**src/rtl/nmp_axil_master_if.sv**
```systemverilog
// -----------------------------------------------------------------------------
// nmp_axil_master_if
// Bundles the command/response handshake and the AXI4-Lite master channels of
// nmp_axil_master.
//   master modport : view of the initiator (nmp_axil_master)
//   slave  modport : view of the command source + AXI target (bench / system)
// Signals:
//   cmd_*   : single-beat command in (valid/ready)
//   rsp_*   : completion out (valid/ready) with read data, resp code, timeout
//   M_AXI_* : AXI4-Lite AW, W, B, AR and R channels
// -----------------------------------------------------------------------------
interface nmp_axil_master_if #(
    parameter int ADDR_W = 8,
    parameter int DATA_W = 32
);
    logic                  cmd_valid;
    logic                  cmd_ready;
    logic                  cmd_write;
    logic [ADDR_W-1:0]     cmd_addr;
    logic [DATA_W-1:0]     cmd_wdata;
    logic [DATA_W/8-1:0]   cmd_wstrb;

    logic                  rsp_valid;
    logic                  rsp_ready;
    logic [DATA_W-1:0]     rsp_rdata;
    logic [1:0]            rsp_resp;
    logic                  rsp_timeout;

    logic [ADDR_W-1:0]     M_AXI_AWADDR;
    logic                  M_AXI_AWVALID;
    logic                  M_AXI_AWREADY;
    logic [DATA_W-1:0]     M_AXI_WDATA;
    logic [DATA_W/8-1:0]   M_AXI_WSTRB;
    logic                  M_AXI_WVALID;
    logic                  M_AXI_WREADY;
    logic [1:0]            M_AXI_BRESP;
    logic                  M_AXI_BVALID;
    logic                  M_AXI_BREADY;
    logic [ADDR_W-1:0]     M_AXI_ARADDR;
    logic                  M_AXI_ARVALID;
    logic                  M_AXI_ARREADY;
    logic [DATA_W-1:0]     M_AXI_RDATA;
    logic [1:0]            M_AXI_RRESP;
    logic                  M_AXI_RVALID;
    logic                  M_AXI_RREADY;

    modport master (
        input  cmd_valid, cmd_write, cmd_addr, cmd_wdata, cmd_wstrb,
        output cmd_ready,
        output rsp_valid, rsp_rdata, rsp_resp, rsp_timeout,
        input  rsp_ready,
        output M_AXI_AWADDR, M_AXI_AWVALID, input M_AXI_AWREADY,
        output M_AXI_WDATA, M_AXI_WSTRB, M_AXI_WVALID, input M_AXI_WREADY,
        input  M_AXI_BRESP, M_AXI_BVALID, output M_AXI_BREADY,
        output M_AXI_ARADDR, M_AXI_ARVALID, input M_AXI_ARREADY,
        input  M_AXI_RDATA, M_AXI_RRESP, M_AXI_RVALID, output M_AXI_RREADY
    );

    modport slave (
        output cmd_valid, cmd_write, cmd_addr, cmd_wdata, cmd_wstrb,
        input  cmd_ready,
        input  rsp_valid, rsp_rdata, rsp_resp, rsp_timeout,
        output rsp_ready,
        input  M_AXI_AWADDR, M_AXI_AWVALID, output M_AXI_AWREADY,
        input  M_AXI_WDATA, M_AXI_WSTRB, M_AXI_WVALID, output M_AXI_WREADY,
        output M_AXI_BRESP, M_AXI_BVALID, input M_AXI_BREADY,
        input  M_AXI_ARADDR, M_AXI_ARVALID, output M_AXI_ARREADY,
        output M_AXI_RDATA, M_AXI_RRESP, M_AXI_RVALID, input M_AXI_RREADY
    );
endinterface

```
**src/rtl/nmp_axil_master.sv**
```systemverilog
// -----------------------------------------------------------------------------
// nmp_axil_master
// AXI4-Lite initiator for the NMP wrapper slave port. Turns single-beat
// commands into one AXI4-Lite write or read and returns the completion.
// One transaction outstanding at a time.
// Ports:
//   ACLK   : clock, rising edge
//   ARESET : synchronous active-high reset, overrides everything
//   bus    : nmp_axil_master_if.master (command, response, AXI channels)
// All AXI and response outputs are registered. cmd_ready is high only in IDLE.
// A bus-wait state lasting TIMEOUT cycles abandons the transaction and
// reports rsp_timeout=1 / rsp_resp=2'b10. Dropping VALID without a handshake
// is not AXI compliant: that path exists only for debug recovery.
// -----------------------------------------------------------------------------
module nmp_axil_master #(
    parameter int ADDR_W  = 8,
    parameter int DATA_W  = 32,
    parameter int TIMEOUT = 256
) (
    input  logic                  ACLK,
    input  logic                  ARESET,
    nmp_axil_master_if.master     bus
);
    localparam int CNT_W  = (TIMEOUT > 1) ? $clog2(TIMEOUT) : 1;
    localparam int TO_LIM = (TIMEOUT > 0) ? TIMEOUT - 1 : 0;
    localparam int STRB_W = DATA_W / 8;

    typedef enum logic [2:0] {
        S_IDLE, S_WR_AW_W, S_WR_B, S_RD_AR, S_RD_R, S_RESP
    } state_t;

    state_t              r_state, w_state_next;
    logic [ADDR_W-1:0]   r_awaddr, w_awaddr_next, r_araddr, w_araddr_next;
    logic [DATA_W-1:0]   r_wdata, w_wdata_next;
    logic [STRB_W-1:0]   r_wstrb, w_wstrb_next;
    logic                r_awvalid, w_awvalid_next, r_wvalid, w_wvalid_next;
    logic                r_bready, w_bready_next;
    logic                r_arvalid, w_arvalid_next, r_rready, w_rready_next;
    logic                r_aw_done, w_aw_done_next, r_w_done, w_w_done_next;
    logic                r_rsp_valid, w_rsp_valid_next;
    logic [DATA_W-1:0]   r_rsp_rdata, w_rsp_rdata_next;
    logic [1:0]          r_rsp_resp, w_rsp_resp_next;
    logic                r_rsp_timeout, w_rsp_timeout_next;
    logic [CNT_W-1:0]    r_cnt, w_cnt_next;

    logic w_cmd_ready, w_accept;
    logic w_aw_fire, w_w_fire, w_b_fire, w_ar_fire, w_r_fire;
    logic w_aw_all, w_w_all, w_wait, w_timeout;

    assign w_cmd_ready = (r_state == S_IDLE) && !ARESET;
    assign w_accept    = bus.cmd_valid && w_cmd_ready;
    assign w_aw_fire   = r_awvalid && bus.M_AXI_AWREADY;
    assign w_w_fire    = r_wvalid  && bus.M_AXI_WREADY;
    assign w_b_fire    = r_bready  && bus.M_AXI_BVALID;
    assign w_ar_fire   = r_arvalid && bus.M_AXI_ARREADY;
    assign w_r_fire    = r_rready  && bus.M_AXI_RVALID;
    // AW and W complete independently; "all" includes a handshake this cycle.
    assign w_aw_all    = r_aw_done || w_aw_fire;
    assign w_w_all     = r_w_done  || w_w_fire;
    assign w_wait      = (r_state == S_WR_AW_W) || (r_state == S_WR_B) ||
                         (r_state == S_RD_AR)   || (r_state == S_RD_R);
    // Counter holds cycles already spent here; firing on TIMEOUT-1 means the
    // VALID/READY output was high for exactly TIMEOUT cycles.
    assign w_timeout   = (TIMEOUT != 0) && w_wait && (r_cnt == CNT_W'(TO_LIM));

    // State register (plus the registered outputs it sequences)
    always_ff @(posedge ACLK) begin
        if (ARESET) begin
            r_state       <= S_IDLE;
            r_awaddr      <= '0;
            r_araddr      <= '0;
            r_wdata       <= '0;
            r_wstrb       <= '0;
            r_awvalid     <= 1'b0;
            r_wvalid      <= 1'b0;
            r_bready      <= 1'b0;
            r_arvalid     <= 1'b0;
            r_rready      <= 1'b0;
            r_aw_done     <= 1'b0;
            r_w_done      <= 1'b0;
            r_rsp_valid   <= 1'b0;
            r_rsp_rdata   <= '0;
            r_rsp_resp    <= '0;
            r_rsp_timeout <= 1'b0;
            r_cnt         <= '0;
        end else begin
            r_state       <= w_state_next;
            r_awaddr      <= w_awaddr_next;
            r_araddr      <= w_araddr_next;
            r_wdata       <= w_wdata_next;
            r_wstrb       <= w_wstrb_next;
            r_awvalid     <= w_awvalid_next;
            r_wvalid      <= w_wvalid_next;
            r_bready      <= w_bready_next;
            r_arvalid     <= w_arvalid_next;
            r_rready      <= w_rready_next;
            r_aw_done     <= w_aw_done_next;
            r_w_done      <= w_w_done_next;
            r_rsp_valid   <= w_rsp_valid_next;
            r_rsp_rdata   <= w_rsp_rdata_next;
            r_rsp_resp    <= w_rsp_resp_next;
            r_rsp_timeout <= w_rsp_timeout_next;
            r_cnt         <= w_cnt_next;
        end
    end

    // Next-state logic. A real completion always wins over the timeout.
    always_comb begin
        w_state_next = r_state;
        unique case (r_state)
            S_IDLE:    if (w_accept) w_state_next = bus.cmd_write ? S_WR_AW_W : S_RD_AR;
            S_WR_AW_W: if (w_aw_all && w_w_all) w_state_next = S_WR_B;
                       else if (w_timeout)      w_state_next = S_RESP;
            S_WR_B:    if (w_b_fire || w_timeout) w_state_next = S_RESP;
            S_RD_AR:   if (w_ar_fire)      w_state_next = S_RD_R;
                       else if (w_timeout) w_state_next = S_RESP;
            S_RD_R:    if (w_r_fire || w_timeout) w_state_next = S_RESP;
            S_RESP:    if (bus.rsp_ready)  w_state_next = S_IDLE;
            default:   w_state_next = S_IDLE;
        endcase
    end

    // Output logic: next values of every registered output
    always_comb begin
        logic abandon;
        abandon            = 1'b0;
        w_awaddr_next      = r_awaddr;
        w_araddr_next      = r_araddr;
        w_wdata_next       = r_wdata;
        w_wstrb_next       = r_wstrb;
        w_awvalid_next     = r_awvalid;
        w_wvalid_next      = r_wvalid;
        w_bready_next      = r_bready;
        w_arvalid_next     = r_arvalid;
        w_rready_next      = r_rready;
        w_aw_done_next     = r_aw_done;
        w_w_done_next      = r_w_done;
        w_rsp_valid_next   = r_rsp_valid;
        w_rsp_rdata_next   = r_rsp_rdata;
        w_rsp_resp_next    = r_rsp_resp;
        w_rsp_timeout_next = r_rsp_timeout;
        // Cleared on every state entry, counts while parked in a wait state
        w_cnt_next         = (w_wait && (w_state_next == r_state)) ? r_cnt + 1'b1 : '0;

        unique case (r_state)
            S_IDLE: begin
                if (w_accept) begin
                    if (bus.cmd_write) begin
                        w_awaddr_next  = bus.cmd_addr;
                        w_wdata_next   = bus.cmd_wdata;
                        w_wstrb_next   = bus.cmd_wstrb;
                        w_awvalid_next = 1'b1;
                        w_wvalid_next  = 1'b1;
                        w_aw_done_next = 1'b0;
                        w_w_done_next  = 1'b0;
                    end else begin
                        w_araddr_next  = bus.cmd_addr;
                        w_arvalid_next = 1'b1;
                    end
                end
            end
            S_WR_AW_W: begin
                if (w_aw_fire) begin
                    w_awvalid_next = 1'b0;
                    w_aw_done_next = 1'b1;
                end
                if (w_w_fire) begin
                    w_wvalid_next = 1'b0;
                    w_w_done_next = 1'b1;
                end
                if (w_aw_all && w_w_all) begin
                    w_bready_next = 1'b1;
                end else if (w_timeout) begin
                    w_awvalid_next = 1'b0;
                    w_wvalid_next  = 1'b0;
                    abandon        = 1'b1;
                end
            end
            S_WR_B: begin
                if (w_b_fire) begin
                    w_bready_next      = 1'b0;
                    w_rsp_valid_next   = 1'b1;
                    w_rsp_rdata_next   = '0;
                    w_rsp_resp_next    = bus.M_AXI_BRESP;
                    w_rsp_timeout_next = 1'b0;
                end else if (w_timeout) begin
                    w_bready_next = 1'b0;
                    abandon       = 1'b1;
                end
            end
            S_RD_AR: begin
                if (w_ar_fire) begin
                    w_arvalid_next = 1'b0;
                    w_rready_next  = 1'b1;
                end else if (w_timeout) begin
                    w_arvalid_next = 1'b0;
                    abandon        = 1'b1;
                end
            end
            S_RD_R: begin
                if (w_r_fire) begin
                    w_rready_next      = 1'b0;
                    w_rsp_valid_next   = 1'b1;
                    w_rsp_rdata_next   = bus.M_AXI_RDATA;
                    w_rsp_resp_next    = bus.M_AXI_RRESP;
                    w_rsp_timeout_next = 1'b0;
                end else if (w_timeout) begin
                    w_rready_next = 1'b0;
                    abandon       = 1'b1;
                end
            end
            S_RESP: begin
                if (bus.rsp_ready) w_rsp_valid_next = 1'b0;
            end
            default: ;
        endcase

        if (abandon) begin
            w_rsp_valid_next   = 1'b1;
            w_rsp_rdata_next   = '0;
            w_rsp_resp_next    = 2'b10;
            w_rsp_timeout_next = 1'b1;
        end
    end

    assign bus.cmd_ready     = w_cmd_ready;
    assign bus.rsp_valid     = r_rsp_valid;
    assign bus.rsp_rdata     = r_rsp_rdata;
    assign bus.rsp_resp      = r_rsp_resp;
    assign bus.rsp_timeout   = r_rsp_timeout;
    assign bus.M_AXI_AWADDR  = r_awaddr;
    assign bus.M_AXI_AWVALID = r_awvalid;
    assign bus.M_AXI_WDATA   = r_wdata;
    assign bus.M_AXI_WSTRB   = r_wstrb;
    assign bus.M_AXI_WVALID  = r_wvalid;
    assign bus.M_AXI_BREADY  = r_bready;
    assign bus.M_AXI_ARADDR  = r_araddr;
    assign bus.M_AXI_ARVALID = r_arvalid;
    assign bus.M_AXI_RREADY  = r_rready;
endmodule
```
**src/flat_wrapper.sv**
```systemverilog
// flat-port wrapper written by rule: the top's interface ports become plain ports
module nmp_axil_master_flat 
#(
    parameter int ADDR_W  = 8,
    parameter int DATA_W  = 32,
    parameter int TIMEOUT = 256
)
  (ACLK, ARESET, bus_cmd_valid, bus_cmd_write, bus_cmd_addr, bus_cmd_wdata, bus_cmd_wstrb, bus_cmd_ready, bus_rsp_valid, bus_rsp_rdata, bus_rsp_resp, bus_rsp_timeout, bus_rsp_ready, bus_M_AXI_AWADDR, bus_M_AXI_AWVALID, bus_M_AXI_AWREADY, bus_M_AXI_WDATA, bus_M_AXI_WSTRB, bus_M_AXI_WVALID, bus_M_AXI_WREADY, bus_M_AXI_BRESP, bus_M_AXI_BVALID, bus_M_AXI_BREADY, bus_M_AXI_ARADDR, bus_M_AXI_ARVALID, bus_M_AXI_ARREADY, bus_M_AXI_RDATA, bus_M_AXI_RRESP, bus_M_AXI_RVALID, bus_M_AXI_RREADY);
  nmp_axil_master_if #(.ADDR_W(ADDR_W), .DATA_W(DATA_W)) bus_i ();
  input  logic ACLK;
  input  logic ARESET;
  input wire logic [$bits(bus_i.cmd_valid)-1:0] bus_cmd_valid;
  input wire logic [$bits(bus_i.cmd_write)-1:0] bus_cmd_write;
  input wire logic [$bits(bus_i.cmd_addr)-1:0] bus_cmd_addr;
  input wire logic [$bits(bus_i.cmd_wdata)-1:0] bus_cmd_wdata;
  input wire logic [$bits(bus_i.cmd_wstrb)-1:0] bus_cmd_wstrb;
  output wire logic [$bits(bus_i.cmd_ready)-1:0] bus_cmd_ready;
  output wire logic [$bits(bus_i.rsp_valid)-1:0] bus_rsp_valid;
  output wire logic [$bits(bus_i.rsp_rdata)-1:0] bus_rsp_rdata;
  output wire logic [$bits(bus_i.rsp_resp)-1:0] bus_rsp_resp;
  output wire logic [$bits(bus_i.rsp_timeout)-1:0] bus_rsp_timeout;
  input wire logic [$bits(bus_i.rsp_ready)-1:0] bus_rsp_ready;
  output wire logic [$bits(bus_i.M_AXI_AWADDR)-1:0] bus_M_AXI_AWADDR;
  output wire logic [$bits(bus_i.M_AXI_AWVALID)-1:0] bus_M_AXI_AWVALID;
  input wire logic [$bits(bus_i.M_AXI_AWREADY)-1:0] bus_M_AXI_AWREADY;
  output wire logic [$bits(bus_i.M_AXI_WDATA)-1:0] bus_M_AXI_WDATA;
  output wire logic [$bits(bus_i.M_AXI_WSTRB)-1:0] bus_M_AXI_WSTRB;
  output wire logic [$bits(bus_i.M_AXI_WVALID)-1:0] bus_M_AXI_WVALID;
  input wire logic [$bits(bus_i.M_AXI_WREADY)-1:0] bus_M_AXI_WREADY;
  input wire logic [$bits(bus_i.M_AXI_BRESP)-1:0] bus_M_AXI_BRESP;
  input wire logic [$bits(bus_i.M_AXI_BVALID)-1:0] bus_M_AXI_BVALID;
  output wire logic [$bits(bus_i.M_AXI_BREADY)-1:0] bus_M_AXI_BREADY;
  output wire logic [$bits(bus_i.M_AXI_ARADDR)-1:0] bus_M_AXI_ARADDR;
  output wire logic [$bits(bus_i.M_AXI_ARVALID)-1:0] bus_M_AXI_ARVALID;
  input wire logic [$bits(bus_i.M_AXI_ARREADY)-1:0] bus_M_AXI_ARREADY;
  input wire logic [$bits(bus_i.M_AXI_RDATA)-1:0] bus_M_AXI_RDATA;
  input wire logic [$bits(bus_i.M_AXI_RRESP)-1:0] bus_M_AXI_RRESP;
  input wire logic [$bits(bus_i.M_AXI_RVALID)-1:0] bus_M_AXI_RVALID;
  output wire logic [$bits(bus_i.M_AXI_RREADY)-1:0] bus_M_AXI_RREADY;
  assign bus_i.cmd_valid = bus_cmd_valid;
  assign bus_i.cmd_write = bus_cmd_write;
  assign bus_i.cmd_addr = bus_cmd_addr;
  assign bus_i.cmd_wdata = bus_cmd_wdata;
  assign bus_i.cmd_wstrb = bus_cmd_wstrb;
  assign bus_cmd_ready = bus_i.cmd_ready;
  assign bus_rsp_valid = bus_i.rsp_valid;
  assign bus_rsp_rdata = bus_i.rsp_rdata;
  assign bus_rsp_resp = bus_i.rsp_resp;
  assign bus_rsp_timeout = bus_i.rsp_timeout;
  assign bus_i.rsp_ready = bus_rsp_ready;
  assign bus_M_AXI_AWADDR = bus_i.M_AXI_AWADDR;
  assign bus_M_AXI_AWVALID = bus_i.M_AXI_AWVALID;
  assign bus_i.M_AXI_AWREADY = bus_M_AXI_AWREADY;
  assign bus_M_AXI_WDATA = bus_i.M_AXI_WDATA;
  assign bus_M_AXI_WSTRB = bus_i.M_AXI_WSTRB;
  assign bus_M_AXI_WVALID = bus_i.M_AXI_WVALID;
  assign bus_i.M_AXI_WREADY = bus_M_AXI_WREADY;
  assign bus_i.M_AXI_BRESP = bus_M_AXI_BRESP;
  assign bus_i.M_AXI_BVALID = bus_M_AXI_BVALID;
  assign bus_M_AXI_BREADY = bus_i.M_AXI_BREADY;
  assign bus_M_AXI_ARADDR = bus_i.M_AXI_ARADDR;
  assign bus_M_AXI_ARVALID = bus_i.M_AXI_ARVALID;
  assign bus_i.M_AXI_ARREADY = bus_M_AXI_ARREADY;
  assign bus_i.M_AXI_RDATA = bus_M_AXI_RDATA;
  assign bus_i.M_AXI_RRESP = bus_M_AXI_RRESP;
  assign bus_i.M_AXI_RVALID = bus_M_AXI_RVALID;
  assign bus_M_AXI_RREADY = bus_i.M_AXI_RREADY;
  nmp_axil_master #(.ADDR_W(ADDR_W), .DATA_W(DATA_W), .TIMEOUT(TIMEOUT)) u_core (.ACLK(ACLK), .ARESET(ARESET), .bus(bus_i));
endmodule
```
**config.mk**
```make
export PLATFORM = sky130hd
export DESIGN_NAME = nmp_axil_master_flat
export DESIGN_NICKNAME = d
export VERILOG_FILES = /design/src/rtl/nmp_axil_master_if.sv /design/src/rtl/nmp_axil_master.sv /design/src/flat_wrapper.sv
export SDC_FILE = /design/constraint.sdc
export NUM_CORES = 1
export LEC_CHECK = 0
export CAP_MARGIN = 20
export CORE_ASPECT_RATIO = 2
export CORE_MARGIN = 4
export CORE_UTILIZATION = 30
export DETAILED_ROUTE_END_ITERATION = 8
export DONT_BUFFER_PORTS = 1
export GPL_TIMING_DRIVEN = 0
export HOLD_SLACK_MARGIN = 0.1
export PLACE_DENSITY = 0.44
export SYNTH_ARGS = -nofsm -noshare
export SYNTH_HDL_FRONTEND = slang
export SYNTH_SLANG_ARGS = --single-unit
```
**constraint.sdc**
```tcl
create_clock -name ACLK -period 5.25 [get_ports ACLK]
set_clock_uncertainty 0.2 [all_clocks]
set_input_delay 0.7875 -clock ACLK [delete_from_list [all_inputs] [get_ports ACLK]]
set_output_delay 0.7875 -clock ACLK [all_outputs]
set_load 0.02 [all_outputs]
```
==> key figures <==
Final layout
  – Multi-input combinational cell area: 1974 sq um
  – Nets: 626
  – Ant. Diodes: 0
  – Reg area: 2122 sq um
  – Post-layout util: 34.25%
  – Share of layout cells above drive strength 1: 6.308%
  – Fillcell total: 1491
  – Area Growth Syn to Fin: 12.05%

CTS
  – Worst skew pair latency: 340 ps
  – CTS Buffer Depth: 2
  – Post-CTS Setup Bufs: 0
  – CTS tree: yes
  – Clock Pin Slew Worst Setup and Hold Paths: 80 ps
  – Root buffer cell: clkbuf_16
  – CTS buffer count: 9
  – # clock sinks: 106
  – Htree depth: 3
  – Post-cts resize count: 0
  – Hold-fix buffers at CTS: 0

Routing
  – Iter 0 DRT Violations: 157
  – Via density: 5.047
  – TritonRoute pass-1 iters: 4
  – Via count: 3674
  – Routed WL per cell: 18.11 um
  – Post-route ant nets: 0
  – DRT Wirelength: 13180 um
  – DRC errors left: 0

Worst setup path
  – Max stage delay on crit path: 510 ps
  – Worst-path cell chain: clkbuf_1 -> clkbuf_1 -> nor2_1
  – CP max-delay cell: clkbuf_1
  – Critical path class: primary input to primary output
  – Crit-path leading delay family: buffers and inverters
  – CP arrival: 1880 ps
  – CP max FO: 10
  – Worst endpoint required time: 4260 ps
  – Critical Path Start: ARESET
  – Worst R2R Setup Slack: 2570 ps
  – R2R Path Start: u_core.r_state[1]
  – Worst path bufs/invs: 2
  – Kind of end point of the critical path: primary output
  – Most frequent CP cell: clkbuf_1
  – Critical Path Sink: bus_cmd_ready
  – RR Endpoint: u_core.r_state[0]
  – Critical path depth in cells: 3
  – Crit start category: primary input
  – R2r worst-path depth: 8

Place
  – Final estimated routing congestion in global placement: 0.8296
  – I/O Buffers: 0
  – Hpwl dp: 10110 um

Min path
  – HP Class: flip-flop to flip-flop

GRT
  – Initial antenna violation count: 0
  – Largest net degree at the start of global routing: 19
  – Global-route wire length before repair: 20510 um
  – Gr usage total: 15.97%
  – Vias in the first global route: 3702
  – GR Overflow Total: 0

STA
  – Final Max Slew Viols: 0
  – Fmax: 349.1 MHz
  – Slew at the pin closest to its max-slew limit: 927.1 ps
  – Unrepaired setup endpoints after global routing: no
  – Slew headroom: 37.85%
  – Hold Slack: 263.1 ps
  – Final setup viols: 0
  – Period utilization: 54.56%
  – Final hold violation count: 0
  – Final Critical Period: 2865 ps
  – Setup_tns: 0 ps

Pwr
  – Sw power: 427.4 uW
  – Internal Power: 1.181 mW
  – Flop pwr share: 53.0%
  – VDD IR-drop max: 0.1742 mV
  – Combinational Power Share: 5.9%
  – Leak Pwr: 1.648 nW
  – Net Sw Frac: 26.57%
  – PD cells: 336.3 nW/um^2
  – Clock network power share: 41.1%
  – Pwr Total: 1.609 mW

Die
  – Starting Density: 30.57%
  – DIE WIDTH: 92.35 um
  – Die area: 16320 sq um
  – Row cnt: 61
  – CORE AREA: 13970 sq um
  – Die height: 176.7 um
  – # IOs: 184

Synthesis
  – Number of synthesis warnings: 0
  – Avg Inst Size Synth: 8.147 sq um
  – Synth async-reset ratio: 0%
  – Register area share after synthesis: 49.71%
  – Netlist area before placement: 4269 sq um
  – Post-synth EDFFs: 0
  – Leading register cell type out of synthesis: dfxtp_1
  – Cell count after synthesis: 524
  – Syn nets: 615
  – Number of library cell types mapped by synthesis: 45
  – Seq cells post-synth: 106

Job
  – MaxCap Viol Count: 0

Run status
  – Run status: finished, final reports clean
cell families after synthesis:
logic type / share of synthesized area [%]
compound gates: 18.14
xor+xnor: 1.231
fa+ha+maj: 0.2930
buf+inv: 4.044
flops: 49.71
mux: 0.4690
simple gates: 26.11
power groups by stage:
stage,sequential (mW),clock [mW],combinational (mW)
3_3_place_gp,0.872,0,0.0950
3_5_place_dp,0.872,0,0.0968
5_1_grt,0.855,0.721,0.109
4_1_cts,0.853,0.689,0.0971
2_1_floorplan,0.866,0,0.0716
6_report,0.852,0.662,0.0951
layer usage:
metal | wire [um] | track usage (%) | part of all wire, % | vias up
met4 | 218 | 5.955 | 1.7 | 0
met5 | 0 | 0 | 0 | -
met3 | 1364 | 6.128 | 10 | 15
met2 | 7034 | 29.58 | 53 | 148
li1 | - | - | - | 1803
met1 | 4565 | 15.80 | 35 | 1708
sequential cells by signal, summed over array words and instances (netlist names), 2 cells and up:
| signal | flops |
|---|---|
| u_core.bus.rsp_rdata | 32 |
| u_core.bus.rsp_resp | 2 |
| u_core.bus.M_AXI_ARADDR | 8 |
| u_core.r_cnt | 8 |
| u_core.r_state | 3 |
| u_core.bus.M_AXI_AWADDR | 8 |
| u_core.bus.M_AXI_WSTRB | 4 |
| u_core.bus.M_AXI_WDATA | 32 |
Yosys cell counts, types with 2 or more instances:
library cell / instances / share of area [%]
buf_4: 2 / 0.35
xor2_1: 3 / 0.62
nand2_1: 116 / 10
clkbuf_1: 26 / 2.3
a211oi_1: 2 / 0.35
nor3_2: 2 / 0.47
xnor2_1: 3 / 0.62
o21a_1: 3 / 0.53
dfxtp_1: 106 / 50
nand2b_1: 3 / 0.44
nand3_1: 8 / 0.94
o211ai_1: 2 / 0.35
nor3_1: 6 / 0.70
a311oi_1: 2 / 0.41
a32oi_1: 2 / 0.41
nor2b_1: 36 / 5.3
a21oi_1: 65 / 7.6
o21ai_0: 9 / 1.1
buf_2: 12 / 1.4
nand3b_1: 2 / 0.35
a31oi_1: 34 / 5.0
or3_1: 4 / 0.59
and3_1: 2 / 0.29
mux2i_1: 2 / 0.47
nand4b_1: 2 / 0.41
nor2_1: 48 / 4.2
nor3b_1: 4 / 0.70
per-stage QoR:
stage / cells / setup WS, ps / cell area (sq um)
global route: 728 / 2220 / 4783
floorplan: 524 / 2809 / 4269
global placement: 713 / 2289 / 4506
detailed placement: 713 / 2265 / 4506
CTS: 728 / 2256 / 4783
finish: 728 / 2385 / 4783
worst min-delay path by stage:
stage	startpoint	end	slack, ps	depth (start not counted)
finish	u_core.r_cnt[0]	u_core.r_cnt[0]	260	1
global route	u_core.r_cnt[0]	u_core.r_cnt[0]	300	1
CTS	u_core.r_cnt[0]	u_core.r_cnt[0]	270	1
detailed placement	u_core.r_cnt[0]	u_core.r_cnt[0]	260	1
global placement	u_core.r_cnt[0]	u_core.r_cnt[0]	240	1
floorplan	u_core.r_cnt[0]	u_core.r_cnt[0]	230	1
layout by cell type, fill, tap and decap left out, drive strengths merged, types with 2 or more instances in the layout:
cell / count
buf: 14
a31oi: 34
o21a: 3
a32oi: 2
a311oi: 2
clkinv: 2
a211oi: 2
nor2: 48
xor2: 3
dfxtp: 106
o21ai: 10
o211ai: 2
nand3b: 2
nand2b: 3
nand4b: 2
xnor2: 3
nor3: 8
nand2: 116
clkbuf: 36
a21oi: 65
mux2i: 2
nor3b: 4
and3: 2
or3: 4
inv: 3
nor2b: 36
nand3: 8
final cells by class:
cell class / instances / share of cell area, %
plain buffers: 40 / 3.610
clock buffers: 10 / 4.787
clock inverters: 5 / 1.020
multi-input cells: 378 / 41.28
flip-flops and latches: 106 / 44.36
well taps: 189 / 4.944
Power figures use the tool's default switching activity.
